`src/rtl/pipe_skid_reg_pkg.sv`:
```
// pipe_skid_reg_pkg
//   Shared definitions for every pipeline-stage register instance:
//   default payload width, NOP/BUBBLE encoding, the occupancy state
//   encoding and small helpers that derive handshake flags from occupancy.
package pipe_skid_reg_pkg;

  localparam int unsigned DEF_WIDTH = 32;
  localparam logic [DEF_WIDTH-1:0] DEF_BUBBLE = {DEF_WIDTH{1'b0}};

  // Occupancy doubles as the control state; 2'b11 is never entered.
  typedef enum logic [1:0] {
    OCC_EMPTY = 2'd0,
    OCC_ONE   = 2'd1,
    OCC_FULL  = 2'd2
  } occ_e;

  // The stage can take a new payload unless both entries are held.
  function automatic logic can_accept(input occ_e occ);
    return (occ != OCC_FULL);
  endfunction

  // A head entry exists whenever the stage is not empty.
  function automatic logic has_head(input occ_e occ);
    return (occ != OCC_EMPTY);
  endfunction

endpackage

```
`src/rtl/pipe_skid_reg_if.sv`:
```
// pipe_skid_reg_if
//   Handshake bundle between two pipeline stages.
//   In_Valid/In_Ready/In_Data : upstream -> stage
//   Out_Valid/Out_Ready/Out_Data : stage -> downstream
//   Occupancy : number of entries held by the stage (0..2)
//   slave  : view of the stage register itself
//   master : view of the environment (upstream producer + downstream consumer)
interface pipe_skid_reg_if
  import pipe_skid_reg_pkg::*;
#(
  parameter int unsigned WIDTH = DEF_WIDTH
) ();

  logic             In_Valid;
  logic             In_Ready;
  logic [WIDTH-1:0] In_Data;
  logic             Out_Valid;
  logic             Out_Ready;
  logic [WIDTH-1:0] Out_Data;
  logic [1:0]       Occupancy;

  modport slave (
    input  In_Valid, In_Data, Out_Ready,
    output In_Ready, Out_Valid, Out_Data, Occupancy
  );

  modport master (
    output In_Valid, In_Data, Out_Ready,
    input  In_Ready, Out_Valid, Out_Data, Occupancy
  );

endinterface

```
`src/rtl/pipe_skid_reg_reg_en.sv`:
```
// pipe_reg_en
//   Generic WIDTH-bit register with synchronous active-high reset to RST_VAL
//   and a load enable; holds its value whenever en is low.
//   clk   : rising-edge clock
//   rst   : synchronous reset, active-high
//   en    : load d on the next edge
//   d / q : data in / registered data out
module pipe_reg_en #(
  parameter int unsigned       WIDTH   = 32,
  parameter logic [WIDTH-1:0]  RST_VAL = {WIDTH{1'b0}}
) (
  input  logic             clk,
  input  logic             rst,
  input  logic             en,
  input  logic [WIDTH-1:0] d,
  output logic [WIDTH-1:0] q
);

  logic [WIDTH-1:0] data_q;

  // Storage flop: reset wins, otherwise load only when enabled.
  always_ff @(posedge clk) begin
    if (rst) begin
      data_q <= RST_VAL;
    end else if (en) begin
      data_q <= d;
    end else begin
      data_q <= data_q;
    end
  end

  assign q = data_q;

endmodule

```
`src/rtl/pipe_skid_reg.sv`:
```
// pipe_skid_reg
//   Pipeline-stage register with valid/ready handshake and a 2-entry skid
//   buffer so In_Ready is a flop with no path from Out_Ready.
//   Clk   : rising-edge clock
//   Rst   : synchronous reset, active-high, highest priority
//   Flush : drop all held entries; the payload offered this cycle is discarded
//   bus   : handshake bundle (slave view): In_Valid/In_Ready/In_Data,
//           Out_Valid/Out_Ready/Out_Data, Occupancy
//   Out_Data shows BUBBLE whenever Out_Valid is low.
module pipe_skid_reg
  import pipe_skid_reg_pkg::*;
#(
  parameter int unsigned      WIDTH  = DEF_WIDTH,
  parameter logic [WIDTH-1:0] BUBBLE = {WIDTH{1'b0}}
) (
  input logic            Clk,
  input logic            Rst,
  input logic            Flush,
  pipe_skid_reg_if.slave bus
);

  occ_e             occ_q, occ_d;
  logic             in_ready_q, in_ready_d;
  logic             out_valid_q, out_valid_d;
  logic             main_en, skid_en;
  logic [WIDTH-1:0] main_d;
  logic [WIDTH-1:0] main_q, skid_q;
  logic             accept, pop;

  assign accept = bus.In_Valid & in_ready_q;
  assign pop    = out_valid_q & bus.Out_Ready;

  // Head entry: loaded from input or shifted up from skid.
  pipe_reg_en #(.WIDTH(WIDTH), .RST_VAL(BUBBLE)) u_main (
    .clk (Clk),
    .rst (Rst),
    .en  (main_en),
    .d   (main_d),
    .q   (main_q)
  );

  // Skid entry: only ever loaded directly from the input.
  pipe_reg_en #(.WIDTH(WIDTH), .RST_VAL(BUBBLE)) u_skid (
    .clk (Clk),
    .rst (Rst),
    .en  (skid_en),
    .d   (bus.In_Data),
    .q   (skid_q)
  );

  // Control state register: occupancy plus the registered handshake flags.
  always_ff @(posedge Clk) begin
    if (Rst) begin
      occ_q       <= OCC_EMPTY;
      in_ready_q  <= 1'b1;
      out_valid_q <= 1'b0;
    end else begin
      occ_q       <= occ_d;
      in_ready_q  <= in_ready_d;
      out_valid_q <= out_valid_d;
    end
  end

  // Next-state logic: occupancy transitions and data-register enables.
  always_comb begin
    occ_d   = occ_q;
    main_en = 1'b0;
    skid_en = 1'b0;
    main_d  = bus.In_Data;
    if (Flush) begin
      // Squash leaves data regs untouched; Out_Data is masked to BUBBLE.
      occ_d = OCC_EMPTY;
    end else begin
      case (occ_q)
        OCC_EMPTY: begin
          if (accept) begin
            main_en = 1'b1;
            occ_d   = OCC_ONE;
          end else begin
            occ_d = OCC_EMPTY;
          end
        end
        OCC_ONE: begin
          if (accept && pop) begin
            main_en = 1'b1;
            occ_d   = OCC_ONE;
          end else if (accept) begin
            // Head is stalled; the newer payload waits behind it.
            skid_en = 1'b1;
            occ_d   = OCC_FULL;
          end else if (pop) begin
            occ_d = OCC_EMPTY;
          end else begin
            occ_d = OCC_ONE;
          end
        end
        OCC_FULL: begin
          // In_Ready is low here, so only a pop can happen.
          if (pop) begin
            main_d  = skid_q;
            main_en = 1'b1;
            occ_d   = OCC_ONE;
          end else begin
            occ_d = OCC_FULL;
          end
        end
        default: begin
          // Illegal 2'b11 recovers to empty.
          occ_d = OCC_EMPTY;
        end
      endcase
    end
    in_ready_d  = can_accept(occ_d);
    out_valid_d = has_head(occ_d);
  end

  // Outputs: all driven from flops; the head is masked to BUBBLE when invalid.
  always_comb begin
    bus.In_Ready  = in_ready_q;
    bus.Out_Valid = out_valid_q;
    bus.Occupancy = occ_q;
    if (out_valid_q) begin
      bus.Out_Data = main_q;
    end else begin
      bus.Out_Data = BUBBLE;
    end
  end

endmodule

```
`src/flat_wrapper.sv`:
```
// flat-port wrapper written by rule: the top's interface ports become plain ports
module pipe_skid_reg_flat import pipe_skid_reg_pkg::*;
#(
  parameter int unsigned      WIDTH  = DEF_WIDTH,
  parameter logic [WIDTH-1:0] BUBBLE = {WIDTH{1'b0}}
)
  (Clk, Rst, Flush, bus_In_Valid, bus_In_Data, bus_Out_Ready, bus_In_Ready, bus_Out_Valid, bus_Out_Data, bus_Occupancy);
  pipe_skid_reg_if #(.WIDTH(WIDTH)) bus_i ();
  input logic Clk;
  input logic Rst;
  input logic Flush;
  input wire logic [$bits(bus_i.In_Valid)-1:0] bus_In_Valid;
  input wire logic [$bits(bus_i.In_Data)-1:0] bus_In_Data;
  input wire logic [$bits(bus_i.Out_Ready)-1:0] bus_Out_Ready;
  output wire logic [$bits(bus_i.In_Ready)-1:0] bus_In_Ready;
  output wire logic [$bits(bus_i.Out_Valid)-1:0] bus_Out_Valid;
  output wire logic [$bits(bus_i.Out_Data)-1:0] bus_Out_Data;
  output wire logic [$bits(bus_i.Occupancy)-1:0] bus_Occupancy;
  assign bus_i.In_Valid = bus_In_Valid;
  assign bus_i.In_Data = bus_In_Data;
  assign bus_i.Out_Ready = bus_Out_Ready;
  assign bus_In_Ready = bus_i.In_Ready;
  assign bus_Out_Valid = bus_i.Out_Valid;
  assign bus_Out_Data = bus_i.Out_Data;
  assign bus_Occupancy = bus_i.Occupancy;
  pipe_skid_reg #(.WIDTH(WIDTH), .BUBBLE(BUBBLE)) u_core (.Clk(Clk), .Rst(Rst), .Flush(Flush), .bus(bus_i));
endmodule
```
`config.mk`:
```
export PLATFORM = sky130hd
export DESIGN_NAME = pipe_skid_reg_flat
export DESIGN_NICKNAME = d
export VERILOG_FILES = /design/src/rtl/pipe_skid_reg_pkg.sv /design/src/rtl/pipe_skid_reg_if.sv /design/src/rtl/pipe_skid_reg_reg_en.sv /design/src/rtl/pipe_skid_reg.sv /design/src/flat_wrapper.sv
export SDC_FILE = /design/constraint.sdc
export NUM_CORES = 1
export LEC_CHECK = 0
export CAP_MARGIN = 10
export CORE_ASPECT_RATIO = 1.2
export CORE_MARGIN = 2
export CORE_UTILIZATION = 40
export DETAILED_ROUTE_END_ITERATION = 16
export HOLD_SLACK_MARGIN = 0.05
export PLACE_DENSITY = 0.75
export SKIP_LAST_GASP = 1
export SYNTH_ARGS = -nofsm -noshare
export SYNTH_HDL_FRONTEND = slang
export SYNTH_SLANG_ARGS = --single-unit
```
`constraint.sdc`:
```
create_clock -name Clk -period 3.3 [get_ports Clk]
set_input_delay 0.495 -clock Clk [delete_from_list [all_inputs] [get_ports Clk]]
set_output_delay 0.495 -clock Clk [all_outputs]
set_load 0.1 [all_outputs]
```
; ---- Yosys cells after proc, flatten, opt, wreduce, memory -nomap -nowiden
; Cells that the tools add are included.
[op_classes]
n_eq_ne = 3
mux = 19
n_bitwise = 2
n_reduce_logical = 3
[ops]
columns = operator, n
row1 = $mux W32, 4
row2 = $mux W1, 9
row3 = $mux W2, 4
row4 = $pmux W2 S3, 1
row5 = $pmux W1 S3, 1
row6 = $and A1 B1 Y1, 2
row7 = $eq A2 B1 Y1 const B, 1
row8 = $eq A2 B2 Y1 const B, 1
row9 = $logic_not A2 Y1, 1
row10 = $ne A2 B2 Y1 const B, 1
row11 = $reduce_bool A2 Y1, 1
row12 = $logic_and A1 B1 Y1, 1
[word_totals]
register_bits = 68
in_bits = 37
out_inout_bits = 36
word_cells = 32

; ---- Logic depth before layout (Yosys ltp)
[depth]
ltp_word = 7
depth_mapped = 8
mapped_depth_nobuf = 7

; ---- By module
; A second synthesis with hierarchy kept.
[hier_totals]
hier_cells = 305
area_unflattened_um2 = 3324.4
[by_module_without_submodules]
columns = mod, n_inst, cells_per_inst, area_each_um2
row1 = pipe_reg_en, 2, 103, 1163.6
row2 = pipe_skid_reg, 1, 99, 997.2

; ---- Least setup slack after synthesis
; OpenSTA, ideal clock, no wires.
[synth_timing]
kind = register to output
startpoint = reg u_core.out_valid_q (netlist: u_core.bus.Out_Valid)
endpoint = out bus_Out_Data[0]
arrival_ns = 2.097
t_required_ns = 2.805
slack_ns = 0.708
path_stages_with_launch = 3
path_buffers = 1
path_cell_list = dfxtp_1 -> clkbuf_1 -> and2_1
[synth_between]
elab_chain_len = 1
[synth_lines]
columns = item, line_no
row1 = from (decl), pipe_skid_reg.sv:24  ; logic out_valid_q, out_valid_d;
row2 = from (signal assigned), pipe_skid_reg.sv:60  ; out_valid_q <= out_valid_d;
row3 = $mux W32, pipe_skid_reg.sv:122  ; if (out_valid_q) begin
row4 = to (decl), flat_wrapper.sv:17  ; output wire logic [$bits(bus_i.Out_Data)-1:0] bus_Out_Data;
; Every way passes these cells.

; ---- Final worst setup path
[layout_timing]
startpoint = reg u_core.in_ready_q (netlist: u_core.bus.In_Ready)
endpoint = out bus_In_Ready
[layout_lines]
columns = item, line_no
row1 = from (decl), pipe_skid_reg.sv:23  ; logic in_ready_q, in_ready_d;
row2 = from (signal assigned), pipe_skid_reg.sv:59  ; in_ready_q <= in_ready_d;
row3 = to (decl), flat_wrapper.sv:15  ; output wire logic [$bits(bus_i.In_Ready)-1:0] bus_In_Ready;
; No word-level cell between the ends.

==> metrics.txt <==
fraction of layout cells with a size suffix above 1 0.211; Synth area leader dfxtp_1; IO buf count 72; RR Startpoint u_core.bus.Out_Valid; GRT Total Usage 0.168; vias in the first global route 2431; DRT antenna net count 0; TritonCTS buffer count 9; gpl congestion 0.752; register bit total from synthesis 68; Initial Utilization 0.418; Yosys warnings 0; GRT Residual Overflow 0; # H-tree levels 3; 1st-iter DRT viols 99; CP Capture Type output pin; FF/Latch Area 1360 um^2; Multi-input gate area 1560 um^2; DP Area 3730 um^2; number of synthesized flops with an enable pin 0; first-pass GRT wire length 11.2 mm; Fin Clk Skew 0.00619 ns; Post-CTS Resized 0; WL per Instance 13.6 um; Final Cycle Share 0.705; Min-Delay Endpoint u_core.u_skid.q[8]; RSZ-0062 raised after global routing no; initial antenna violation count 0; Placed Cells 482; Setup TNS 0 ns; asr flop ratio synth 0; NumNets Final 442; hold crit path type flop to flop; CTS tree done; Post-CTS Hold Buffers 0; number of max-cap violations 0; register area share after synthesis 0.445; Syn-to-layout area delta 28.2%; leak pwr 1.40 nW; WS Path Type flop to output pin; cell area after layout 3920 um^2; top-count cell post-synth dfxtp_1; non-filler cells, final 497; Filler Cell Count 709; Worst VDD drop 0.000223 V; R2R Setup Slk 1.30 ns; # clock sinks 68; Combinational Power Share 0.140; Netlist Area Pre-Place 3060 um^2; reg2reg end u_core.u_skid.q[29]; synthesized area per cell 9.00 um^2; delay-heaviest family, CP buffers and inverters; sw frac 0.268; setup violators final 0; DRC errors left 0; clock share of power 0.372; crit-path cells clkdlybuf4s50_1; Die H 99.8 um; ys flop type dfxtp_1; Final Util 0.536; core area 7320 um^2; row cnt 34; dpl hpwl 4.59 mm; Buf/Inv on CP 1; CP max stage delay 1.14 ns; clk_lat worst skew 0.34 ns; fin. max-slew vios 0; Post-CTS Setup Inserts 0; Reg power frac 0.488; clk buf depth 2; Final Hold Viols 0; final WL 6.77 mm; hold path cells 2; die width 83.8 um; dominant cells by area after synthesis dfxtp_1 44%, mux2i_1 10%, a211oi_2 8.2%; Synth top area share 0.445; Worst setup SP type flop; Worst path slowest cell clkdlybuf4s50_1; R2R depth 6; Max FO, Critical Path 3; largest net degree at the start of global routing 39; Switching Power 0.482 mW; hold path start u_core.u_skid.q[8]; syn nets 379; outcome complete, no violations; drt pass-1 iters 6; Ports 73; synth cell count leaders 68 x dfxtp_1, 66 x nand2_1, 33 x nor2_1; Synth Instances 340; Critical Path RT 2.80 ns; Slew headroom 0.353; Unique masters post-synth 26; Worst Path Arrival 1.83 ns; via count 2468; f_max 0.430 GHz; Int Pwr 1.31 mW; Cell Pwr Density 458 nW/um^2; post-DR vias/cell 4.97; clock slew at reported path FFs 0.07 ns; Root Buffer clkbuf_8; Tmin final 2.33 ns; Antenna diodes 0; Die ar. 8370 um^2; pin slew with the least headroom to its limit 0.968 ns
cell usage in the layout (no fill, tap or decap), types with 2 or more instances in the layout:
master | netlist | layout
inv_1 | 2 | 2
and2_1 | 31 | 31
and2_2 | 2 | 2
mux2i_1 | 32 | 32
clkbuf_8 | 0 | 10
a211oi_2 | 20 | 20
nand2_1 | 66 | 66
ha_1 | 2 | 2
a211oi_1 | 13 | 13
clkinv_2 | 0 | 3
clkdlybuf4s50_1 | 0 | 36
nand3b_1 | 2 | 2
dfxtp_1 | 68 | 68
a21oi_1 | 32 | 32
nor2_1 | 33 | 32
buf_4 | 4 | 41
worst max path at each step:
stage          slack (ns)  cells past startpoint                   to            startpoint
6_report             0.97                      1         bus_In_Ready   u_core.bus.In_Ready
5_1_grt              0.92                      1         bus_In_Ready   u_core.bus.In_Ready
4_1_cts              0.95                      1         bus_In_Ready   u_core.bus.In_Ready
3_5_place_dp         0.83                      9  u_core.u_main.q[22]         bus_Out_Ready
3_3_place_gp         0.86                      6  u_core.u_main.q[29]         bus_Out_Ready
2_1_floorplan        0.71                      2      bus_Out_Data[0]  u_core.bus.Out_Valid
registers in the layout (all words and copies together), names as in the netlist:
signal                cells
u_core.u_main.q          32
u_core.u_skid.q          32
u_core.bus.Out_Valid      1
u_core.bus.In_Ready       1
u_core.bus.Occupancy      2
worst min-delay path, stage by stage (launching register included):
cell	delay, ns
dfxtp_1	0.31
nand2_1	0.05
a21oi_1	0.05
logic make-up after synthesis:
logic type / count (synthesis) / synth area share
AO/OA/AOI/OAI: 69 / 0.180
adder cells (fa/ha/maj): 2 / 0.00818
buffers and inverters: 29 / 0.0466
flip-flops: 68 / 0.445
multiplexers: 32 / 0.105
AND/OR/NAND/NOR: 140 / 0.216
power by group through the flow:
stage | clock, mW | combinational [mW] | sequential (mW)
finish | 0.667 | 0.252 | 0.876
detailed placement | 0 | 0.254 | 0.895
global placement | 0 | 0.249 | 0.894
global route | 0.714 | 0.271 | 0.880
floorplan | 0 | 0.162 | 0.899
CTS | 0.684 | 0.254 | 0.876
area by class of cell:
class,count,share of cell area
clock buffers,10,0.0351
clock inverters,5,0.0134
inverters,2,0.00191
multi-input cells,243,0.397
flip-flops and latches,68,0.347
well taps,90,0.0287
repair buffers,79,0.177
stage by stage:
step           power [mW]  worst slack [ns]  hold slack [ns]
2_1_floorplan        1.06             0.708            0.436
4_1_cts              1.81             0.948            0.456
6_report             1.79             0.974            0.454
3_3_place_gp         1.14             0.864            0.441
5_1_grt              1.87             0.923            0.471
3_5_place_dp         1.15             0.830            0.446
per-layer routing:
metal	part of all wire	vias up	global-route usage
met5	0	-	0
met4	0.017	0	0.0831
met3	0.040	8	0.0370
met2	0.50	49	0.283
met1	0.44	1135	0.203
li1	-	1276	-
Power figures use the tool's default switching activity.
